[src/rtl/cdm8_err_acc_if.sv]
// Sample/result bundle between a stimulus source (master) and the error accumulator (slave).
interface cdm8_err_acc_if #(
  parameter int W = 8
);
  logic               start;
  logic               in_valid;
  logic               in_ready;
  logic [W-1:0]       A;
  logic [W-1:0]       B;
  logic [2*W-1:0]     R;
  logic               busy;
  logic               done;
  logic [2*W:0]       sample_count;
  logic [2*W:0]       err_count;
  logic [4*W-1:0]     sum_ed;
  logic [2*W-1:0]     max_ed;

  modport master (
    output start, in_valid, A, B, R,
    input  in_ready, busy, done, sample_count, err_count, sum_ed, max_ed
  );

  modport slave (
    input  start, in_valid, A, B, R,
    output in_ready, busy, done, sample_count, err_count, sum_ed, max_ed
  );
endinterface

[src/rtl/cdm8_err_acc.sv]
// Streaming error-metric accumulator: compares an approximate product R against the exact A*B
// and accumulates mismatch count, summed error distance and max error distance per sweep.
module cdm8_err_acc #(
  parameter int W         = 8,
  parameter int N_SAMPLES = 65536
) (
  input  logic               clk,
  input  logic               rst,
  cdm8_err_acc_if.slave      bus
);
  localparam int PW = 2 * W;
  localparam int CW = 2 * W + 1;
  localparam int SW = 4 * W;
  localparam logic [CW-1:0] LAST_CNT = CW'(N_SAMPLES - 1);

  typedef enum logic [1:0] {
    ST_IDLE,
    ST_RUN,
    ST_DRAIN,
    ST_DONE
  } state_t;

  state_t state_q, state_d;

  logic in_ready_c, busy_c, done_c, clear_c, accept_c;

  logic          s1_valid_q;
  logic [W-1:0]  s1_a_q, s1_b_q;
  logic [PW-1:0] s1_r_q;

  logic          s2_valid_q, s2_mis_q;
  logic [PW-1:0] s2_ed_q;

  logic [CW-1:0] sample_count_q, err_count_q;
  logic [SW-1:0] sum_ed_q;
  logic [PW-1:0] max_ed_q;

  logic [PW-1:0] exact_c;
  logic [CW-1:0] diff_c;
  logic [PW-1:0] ed_c;

  always_ff @(posedge clk or posedge rst) begin
    if (rst) begin
      state_q <= ST_IDLE;
    end else begin
      state_q <= state_d;
    end
  end

  always_comb begin
    state_d    = state_q;
    in_ready_c = 1'b0;
    busy_c     = 1'b0;
    done_c     = 1'b0;
    clear_c    = 1'b0;
    case (state_q)
      ST_IDLE: begin
        if (bus.start) begin
          state_d = ST_RUN;
          clear_c = 1'b1;
        end
      end
      ST_RUN: begin
        in_ready_c = 1'b1;
        busy_c     = 1'b1;
        if (bus.in_valid && (sample_count_q == LAST_CNT)) begin
          state_d = ST_DRAIN;
        end
      end
      ST_DRAIN: begin
        busy_c = 1'b1;
        // Once S1 is empty, the next edge moves S2's last sample into the accumulators.
        if (!s1_valid_q) begin
          state_d = ST_DONE;
        end
      end
      ST_DONE: begin
        done_c = 1'b1;
        if (bus.start) begin
          state_d = ST_RUN;
          clear_c = 1'b1;
        end
      end
      default: state_d = ST_IDLE;
    endcase
  end

  assign accept_c = in_ready_c & bus.in_valid;

  always_ff @(posedge clk or posedge rst) begin
    if (rst) begin
      s1_valid_q <= 1'b0;
      s1_a_q     <= '0;
      s1_b_q     <= '0;
      s1_r_q     <= '0;
    end else begin
      s1_valid_q <= accept_c;
      if (accept_c) begin
        s1_a_q <= bus.A;
        s1_b_q <= bus.B;
        s1_r_q <= bus.R;
      end
    end
  end

  // Signed difference carries one extra bit; its sign selects which way round to subtract.
  assign exact_c = PW'(s1_a_q) * PW'(s1_b_q);
  assign diff_c  = {1'b0, exact_c} - {1'b0, s1_r_q};
  assign ed_c    = diff_c[CW-1] ? (s1_r_q - exact_c) : diff_c[PW-1:0];

  always_ff @(posedge clk or posedge rst) begin
    if (rst) begin
      s2_valid_q <= 1'b0;
      s2_mis_q   <= 1'b0;
      s2_ed_q    <= '0;
    end else begin
      s2_valid_q <= s1_valid_q;
      s2_mis_q   <= (ed_c != '0);
      s2_ed_q    <= ed_c;
    end
  end

  always_ff @(posedge clk or posedge rst) begin
    if (rst) begin
      sample_count_q <= '0;
      err_count_q    <= '0;
      sum_ed_q       <= '0;
      max_ed_q       <= '0;
    end else if (clear_c) begin
      sample_count_q <= '0;
      err_count_q    <= '0;
      sum_ed_q       <= '0;
      max_ed_q       <= '0;
    end else begin
      if (accept_c) begin
        sample_count_q <= sample_count_q + CW'(1);
      end
      if (s2_valid_q) begin
        err_count_q <= err_count_q + CW'(s2_mis_q);
        sum_ed_q    <= sum_ed_q + SW'(s2_ed_q);
        if (s2_ed_q > max_ed_q) begin
          max_ed_q <= s2_ed_q;
        end
      end
    end
  end

  assign bus.in_ready     = in_ready_c;
  assign bus.busy         = busy_c;
  assign bus.done         = done_c;
  assign bus.sample_count = sample_count_q;
  assign bus.err_count    = err_count_q;
  assign bus.sum_ed       = sum_ed_q;
  assign bus.max_ed       = max_ed_q;
endmodule

[src/flat_wrapper.sv]
// flat-port wrapper written by rule: the top's interface ports become plain ports
module cdm8_err_acc_flat 
#(
  parameter int W         = 8,
  parameter int N_SAMPLES = 65536
)
  (clk, rst, bus_start, bus_in_valid, bus_A, bus_B, bus_R, bus_in_ready, bus_busy, bus_done, bus_sample_count, bus_err_count, bus_sum_ed, bus_max_ed);
  cdm8_err_acc_if #(.W(W)) bus_i ();
  input  logic clk;
  input  logic rst;
  input wire logic [$bits(bus_i.start)-1:0] bus_start;
  input wire logic [$bits(bus_i.in_valid)-1:0] bus_in_valid;
  input wire logic [$bits(bus_i.A)-1:0] bus_A;
  input wire logic [$bits(bus_i.B)-1:0] bus_B;
  input wire logic [$bits(bus_i.R)-1:0] bus_R;
  output wire logic [$bits(bus_i.in_ready)-1:0] bus_in_ready;
  output wire logic [$bits(bus_i.busy)-1:0] bus_busy;
  output wire logic [$bits(bus_i.done)-1:0] bus_done;
  output wire logic [$bits(bus_i.sample_count)-1:0] bus_sample_count;
  output wire logic [$bits(bus_i.err_count)-1:0] bus_err_count;
  output wire logic [$bits(bus_i.sum_ed)-1:0] bus_sum_ed;
  output wire logic [$bits(bus_i.max_ed)-1:0] bus_max_ed;
  assign bus_i.start = bus_start;
  assign bus_i.in_valid = bus_in_valid;
  assign bus_i.A = bus_A;
  assign bus_i.B = bus_B;
  assign bus_i.R = bus_R;
  assign bus_in_ready = bus_i.in_ready;
  assign bus_busy = bus_i.busy;
  assign bus_done = bus_i.done;
  assign bus_sample_count = bus_i.sample_count;
  assign bus_err_count = bus_i.err_count;
  assign bus_sum_ed = bus_i.sum_ed;
  assign bus_max_ed = bus_i.max_ed;
  cdm8_err_acc #(.W(W), .N_SAMPLES(N_SAMPLES)) u_core (.clk(clk), .rst(rst), .bus(bus_i));
endmodule
[config.mk]
export PLATFORM = sky130hd
export DESIGN_NAME = cdm8_err_acc_flat
export DESIGN_NICKNAME = d
export VERILOG_FILES = /design/src/rtl/cdm8_err_acc_if.sv /design/src/rtl/cdm8_err_acc.sv /design/src/flat_wrapper.sv
export SDC_FILE = /design/constraint.sdc
export NUM_CORES = 1
export LEC_CHECK = 0
export ABC_AREA = 1
export BUFFER_PORTS_ARGS = -buffer_cell sky130_fd_sc_hd__buf_2
export CORE_MARGIN = 2
export CORE_UTILIZATION = 60
export DETAILED_ROUTE_END_ITERATION = 16
export MAX_ROUTING_LAYER = met4
export PLACE_DENSITY = 0.81
export SLEW_MARGIN = 5
export SYNTH_ARGS = -nofsm -noshare
export SYNTH_HDL_FRONTEND = slang
export SYNTH_SLANG_ARGS = --single-unit
[constraint.sdc]
create_clock -name clk -period 7.6 [get_ports clk]
set_input_delay 1.52 -clock clk [delete_from_list [all_inputs] [get_ports clk]]
set_output_delay 1.52 -clock clk [all_outputs]
set_load 0.05 [all_outputs]
==> impl_metrics.xml <==
<?xml version="1.0" encoding="UTF-8"?>
<metrics>
  <group name="run_status">
    <metric name="status" unit="">finished clean</metric>
  </group>
  <group name="die">
    <metric name="floorplan.die_area" unit="sq um">20000</metric>
    <metric name="dieHeight" unit="um">141</metric>
    <metric name="placementRows" unit="">50</metric>
    <metric name="ports" unit="">121</metric>
    <metric name="core_area" unit="sq um">18600</metric>
    <metric name="die_w" unit="um">141</metric>
    <metric name="initial_core_util" unit="%">60.9</metric>
  </group>
  <group name="synth">
    <metric name="syn_nets" unit="">1780</metric>
    <metric name="main_combinational_cell_family_by_area_after_synthesis" unit="">simple AND/OR/NAND/NOR gates</metric>
    <metric name="post_synth_main_area_contributors" unit="">sky130_fd_sc_hd__dfrtp_1 (30%), sky130_fd_sc_hd__nand2_1 (15%), sky130_fd_sc_hd__ha_1 (12%)</metric>
    <metric name="yosysTopAreaCell" unit="">sky130_fd_sc_hd__dfrtp_1</metric>
    <metric name="synth_adder_area_share" unit="%">18.7</metric>
    <metric name="async_reset_ff_share" unit="%">100</metric>
    <metric name="ys_seq_area_share" unit="%">29.9</metric>
    <metric name="synth-edff-count" unit="">0</metric>
    <metric name="yosysTopAreaCellShare" unit="%">29.9</metric>
    <metric name="yosys_register_bits" unit="">135</metric>
    <metric name="ys_types" unit="">49</metric>
    <metric name="postSynthAreaPerCell" unit="sq um">7.08</metric>
    <metric name="ys.warnings.count" unit="">0</metric>
    <metric name="dominantRegCellSynth" unit="">sky130_fd_sc_hd__dfrtp_1</metric>
    <metric name="post_synth_inst_count" unit="">1598</metric>
    <metric name="synth.cell_area" unit="sq um">11300</metric>
    <metric name="synth_simple_gate_area_share" unit="%">26.7</metric>
    <metric name="synthXorXnorAreaFrac" unit="%">1.78</metric>
    <metric name="synth.mux.area_fraction" unit="%">0.0885</metric>
    <metric name="synth_compound_area_share" unit="%">10.6</metric>
  </group>
  <group name="grt">
    <metric name="largest_net_degree_at_the_start_of_global_routing" unit="">87</metric>
    <metric name="antenna_found_initial" unit="">0</metric>
    <metric name="grt_util_all_layers" unit="%">29.8</metric>
    <metric name="grt_pass1_wl" unit="um">46600</metric>
    <metric name="gr-total-overflow" unit="">0</metric>
    <metric name="vias_in_the_first_global_route" unit="">9786</metric>
  </group>
  <group name="worst_setup_path">
    <metric name="cp.arrival" unit="ns">6.46</metric>
    <metric name="path_max_fanout" unit="">17</metric>
    <metric name="worstSetupStartpointType" unit="">register</metric>
    <metric name="r2r_setup_slack" unit="ns">1.45</metric>
    <metric name="critPathSlowestCell" unit="">sky130_fd_sc_hd__fa_1</metric>
    <metric name="timing.setup.critical_path_class" unit="">register to register</metric>
    <metric name="timing.critical_path.required" unit="ns">7.91</metric>
    <metric name="critical_path.endpoint_type" unit="">register</metric>
    <metric name="cpPeakStageDelay" unit="ns">0.55</metric>
    <metric name="crit_top_cell" unit="">sky130_fd_sc_hd__nand2_1</metric>
  </group>
  <group name="clock_tree">
    <metric name="cts_tree" unit="">built</metric>
    <metric name="ctsHoldBuffers" unit="">0</metric>
    <metric name="post_cts_resize_count" unit="">0</metric>
    <metric name="cts.sink_count" unit="">135</metric>
    <metric name="clock_root_buffer" unit="">sky130_fd_sc_hd__clkbuf_16</metric>
    <metric name="post-cts-setup-buffer-count" unit="">0</metric>
    <metric name="clkLatencyLatePin" unit="ns">0.43</metric>
    <metric name="cts_inserted_buffers" unit="">17</metric>
    <metric name="clk_pin_slew_worst_paths" unit="ns">0.06</metric>
    <metric name="htree_levels" unit="">4</metric>
    <metric name="cts-root-to-sink-buffers" unit="">2</metric>
  </group>
  <group name="timing">
    <metric name="fin_crit_sh" unit="%">80.9</metric>
    <metric name="fin_max_slew_vios" unit="">0</metric>
    <metric name="hold_viol" unit="">0</metric>
    <metric name="relSlewSlack" unit="%">23.9</metric>
    <metric name="timing_worst_slew_pin_value" unit="ns">1.14</metric>
    <metric name="hold_ws" unit="ns">0.405</metric>
    <metric name="period_needed" unit="ns">6.15</metric>
    <metric name="finalSetupViolCount" unit="">0</metric>
    <metric name="rsz0062_at_grt" unit="">false</metric>
    <metric name="final.setup.tns" unit="ns">0</metric>
    <metric name="fin_worst_skew" unit="ns">0.0107</metric>
    <metric name="max_clock_freq" unit="MHz">163</metric>
  </group>
  <group name="layout">
    <metric name="design.final.nets" unit="">1878</metric>
    <metric name="stdcell_area" unit="sq um">12600</metric>
    <metric name="inserted_diodes" unit="">0</metric>
    <metric name="areaGrowthSynthToFinish" unit="%">11.7</metric>
    <metric name="n_fill_cell" unit="">1625</metric>
    <metric name="drive_above_1_share" unit="%">11.1</metric>
  </group>
  <group name="detailed_routing">
    <metric name="detail_route.vias_per_cell" unit="">5.38</metric>
    <metric name="first_iter_violations" unit="">706</metric>
    <metric name="postRouteAntennaNets" unit="">0</metric>
    <metric name="wirelength_per_cell" unit="um">14.5</metric>
    <metric name="detail_route.wirelength" unit="um">28200</metric>
    <metric name="detailedRoute.firstPassIterationCount" unit="">5</metric>
    <metric name="via_count" unit="">10500</metric>
    <metric name="post-route-drc-count" unit="">0</metric>
  </group>
  <group name="hold_path">
    <metric name="hold_path_class" unit="">register to register</metric>
  </group>
  <group name="place">
    <metric name="hpwlAfterDp" unit="um">21900</metric>
    <metric name="post_dp_cell_area" unit="sq um">12000</metric>
    <metric name="count_of_buffers_from_port_buffering" unit="">120</metric>
    <metric name="place_congestion" unit="">0.944</metric>
  </group>
  <group name="job">
    <metric name="maxCapViolCount" unit="">0</metric>
  </group>
</metrics>
-- path summary, 6_finish.rpt --
| path | to | start | depth (start not counted) |
|---|---|---|---|
| worst max-delay path | u_core.s2_mis_q$_DFF_PP0_ | u_core.s1_a_q[0]$_DFFE_PP0P_ | 32 |
| worst min-delay path | u_core.s2_valid_q$_DFF_PP0_ | u_core.s1_valid_q$_DFF_PP0_ | 0 |
| worst max register to register | u_core.s2_mis_q$_DFF_PP0_ | u_core.s1_a_q[0]$_DFFE_PP0P_ | 32 |
| worst min register to register | u_core.s2_valid_q$_DFF_PP0_ | u_core.s1_valid_q$_DFF_PP0_ | 0 |
| max in group asynchronous | u_core.bus.max_ed[3]$_DFFE_PP0P_ | rst | 3 |
| min in group asynchronous | u_core.s1_b_q[5]$_DFFE_PP0P_ | rst | 2 |
-- cell usage in the layout (no fill, tap or decap), drive strengths merged --
| master | n |
|---|---|
| a21o | 4 |
| bufinv | 1 |
| o22ai | 2 |
| nor3 | 26 |
| a211oi | 2 |
| nand3 | 87 |
| a22o | 3 |
| nand4 | 18 |
| a21boi | 3 |
| o211ai | 1 |
| a31o | 1 |
| clkinv | 2 |
| a31oi | 6 |
| xnor2 | 8 |
| clkinvlp | 3 |
| buf | 125 |
| ha | 107 |
| nor4 | 3 |
| o31ai | 4 |
| clkbuf | 17 |
| a221oi | 1 |
| nor2 | 106 |
| nor3b | 2 |
| a41oi | 1 |
| o21ai | 85 |
| o21bai | 9 |
| nand3b | 2 |
| o21a | 1 |
| mux2i | 1 |
| nand2 | 475 |
| a21oi | 86 |
| a32o | 4 |
| inv | 319 |
| xor2 | 15 |
| or2 | 2 |
| fa | 39 |
| and2 | 3 |
| dfrtp | 135 |
-- flip-flops by register name (all words and copies together), names as in the netlist --
signal	count
u_core.bus.sum_ed	32
u_core.bus.err_count	17
u_core.bus.sample_count	17
u_core.bus.max_ed	16
u_core.s1_r_q	16
u_core.s2_ed_q	16
u_core.s1_a_q	8
u_core.s1_b_q	8
u_core.state_q	2
u_core.s1_valid_q	1
u_core.s2_mis_q	1
u_core.s2_valid_q	1
-- area by class of cell --
type / instances / area (sq um) / area share, %
Clock buffer: 17 / 425 / 3.37
Clock inverter: 15 / 176 / 1.40
Inverter: 310 / 1170 / 9.27
Multi-Input combinational cell: 1107 / 6560 / 51.9
Sequential cell: 135 / 3380 / 26.7
Tap cell: 234 / 293 / 2.32
Timing Repair Buffer: 125 / 638 / 5.05
-- stage by stage --
| stage | instances | setup slack [ns] | util, % |
|---|---|---|---|
| 3_5_place_dp | 1911 | 1.52 | 64.8 |
| 3_3_place_gp | 1911 | 1.67 | 64.8 |
| 5_1_grt | 1943 | 0.896 | 68.0 |
| 6_report | 1943 | 1.45 | 68.0 |
| 4_1_cts | 1943 | 1.46 | 68.0 |
| 2_1_floorplan | 1598 | 1.94 | - |
-- synth_stat cells, types with 3 or more instances --
master / count
sky130_fd_sc_hd__o31ai_1: 4
sky130_fd_sc_hd__ha_1: 107
sky130_fd_sc_hd__nand3_1: 87
sky130_fd_sc_hd__buf_6: 3
sky130_fd_sc_hd__a32o_1: 4
sky130_fd_sc_hd__xnor2_1: 8
sky130_fd_sc_hd__a21oi_1: 84
sky130_fd_sc_hd__buf_2: 5
sky130_fd_sc_hd__buf_4: 3
sky130_fd_sc_hd__a21o_1: 4
sky130_fd_sc_hd__nand2_2: 13
sky130_fd_sc_hd__nand2_1: 459
sky130_fd_sc_hd__a22o_1: 3
sky130_fd_sc_hd__o21ai_0: 84
sky130_fd_sc_hd__a31oi_1: 6
sky130_fd_sc_hd__inv_2: 4
sky130_fd_sc_hd__nor3_1: 26
sky130_fd_sc_hd__fa_1: 39
sky130_fd_sc_hd__clkbuf_1: 33
sky130_fd_sc_hd__a21boi_0: 3
sky130_fd_sc_hd__o21bai_1: 9
sky130_fd_sc_hd__nor2_1: 102
sky130_fd_sc_hd__xor2_1: 15
sky130_fd_sc_hd__dfrtp_1: 135
sky130_fd_sc_hd__nor4_1: 3
sky130_fd_sc_hd__inv_1: 305
sky130_fd_sc_hd__nand4_1: 18
-- metal layers --
metal,global-route usage (%),part of all wire [%],vias up
met5,-,0,-
met4,9.95,2.7,0
met3,4.22,6.1,58
met2,48.4,48,355
met1,38.7,43,4838
li1,-,-,5201
-- critical path: cells and delay by family, from the launching register on --
| family | cells | cell delay (ns) |
|---|---|---|
| fa+ha+maj | 6 | 2.89 |
| simple gates | 17 | 1.67 |
| flops | 1 | 0.53 |
| compound gates | 2 | 0.39 |
| buf+inv | 6 | 0.35 |
| xor+xnor | 1 | 0.20 |
-- logic make-up (layout without fill, tap and decap cells) --
| kind of cell | Yosys count | in the layout |
|---|---|---|
| AND/OR/NAND/NOR | 724 | 724 |
| adder cells (fa/ha/maj) | 146 | 146 |
| flip-flops | 135 | 135 |
| XOR/XNOR | 23 | 23 |
| multiplexers | 1 | 1 |
| AO/OA/AOI/OAI | 213 | 213 |
| buffers and inverters | 356 | 467 |
Power is not shown: default switching activity piles up to over one toggle a cycle in this logic, so the estimate is an artifact.
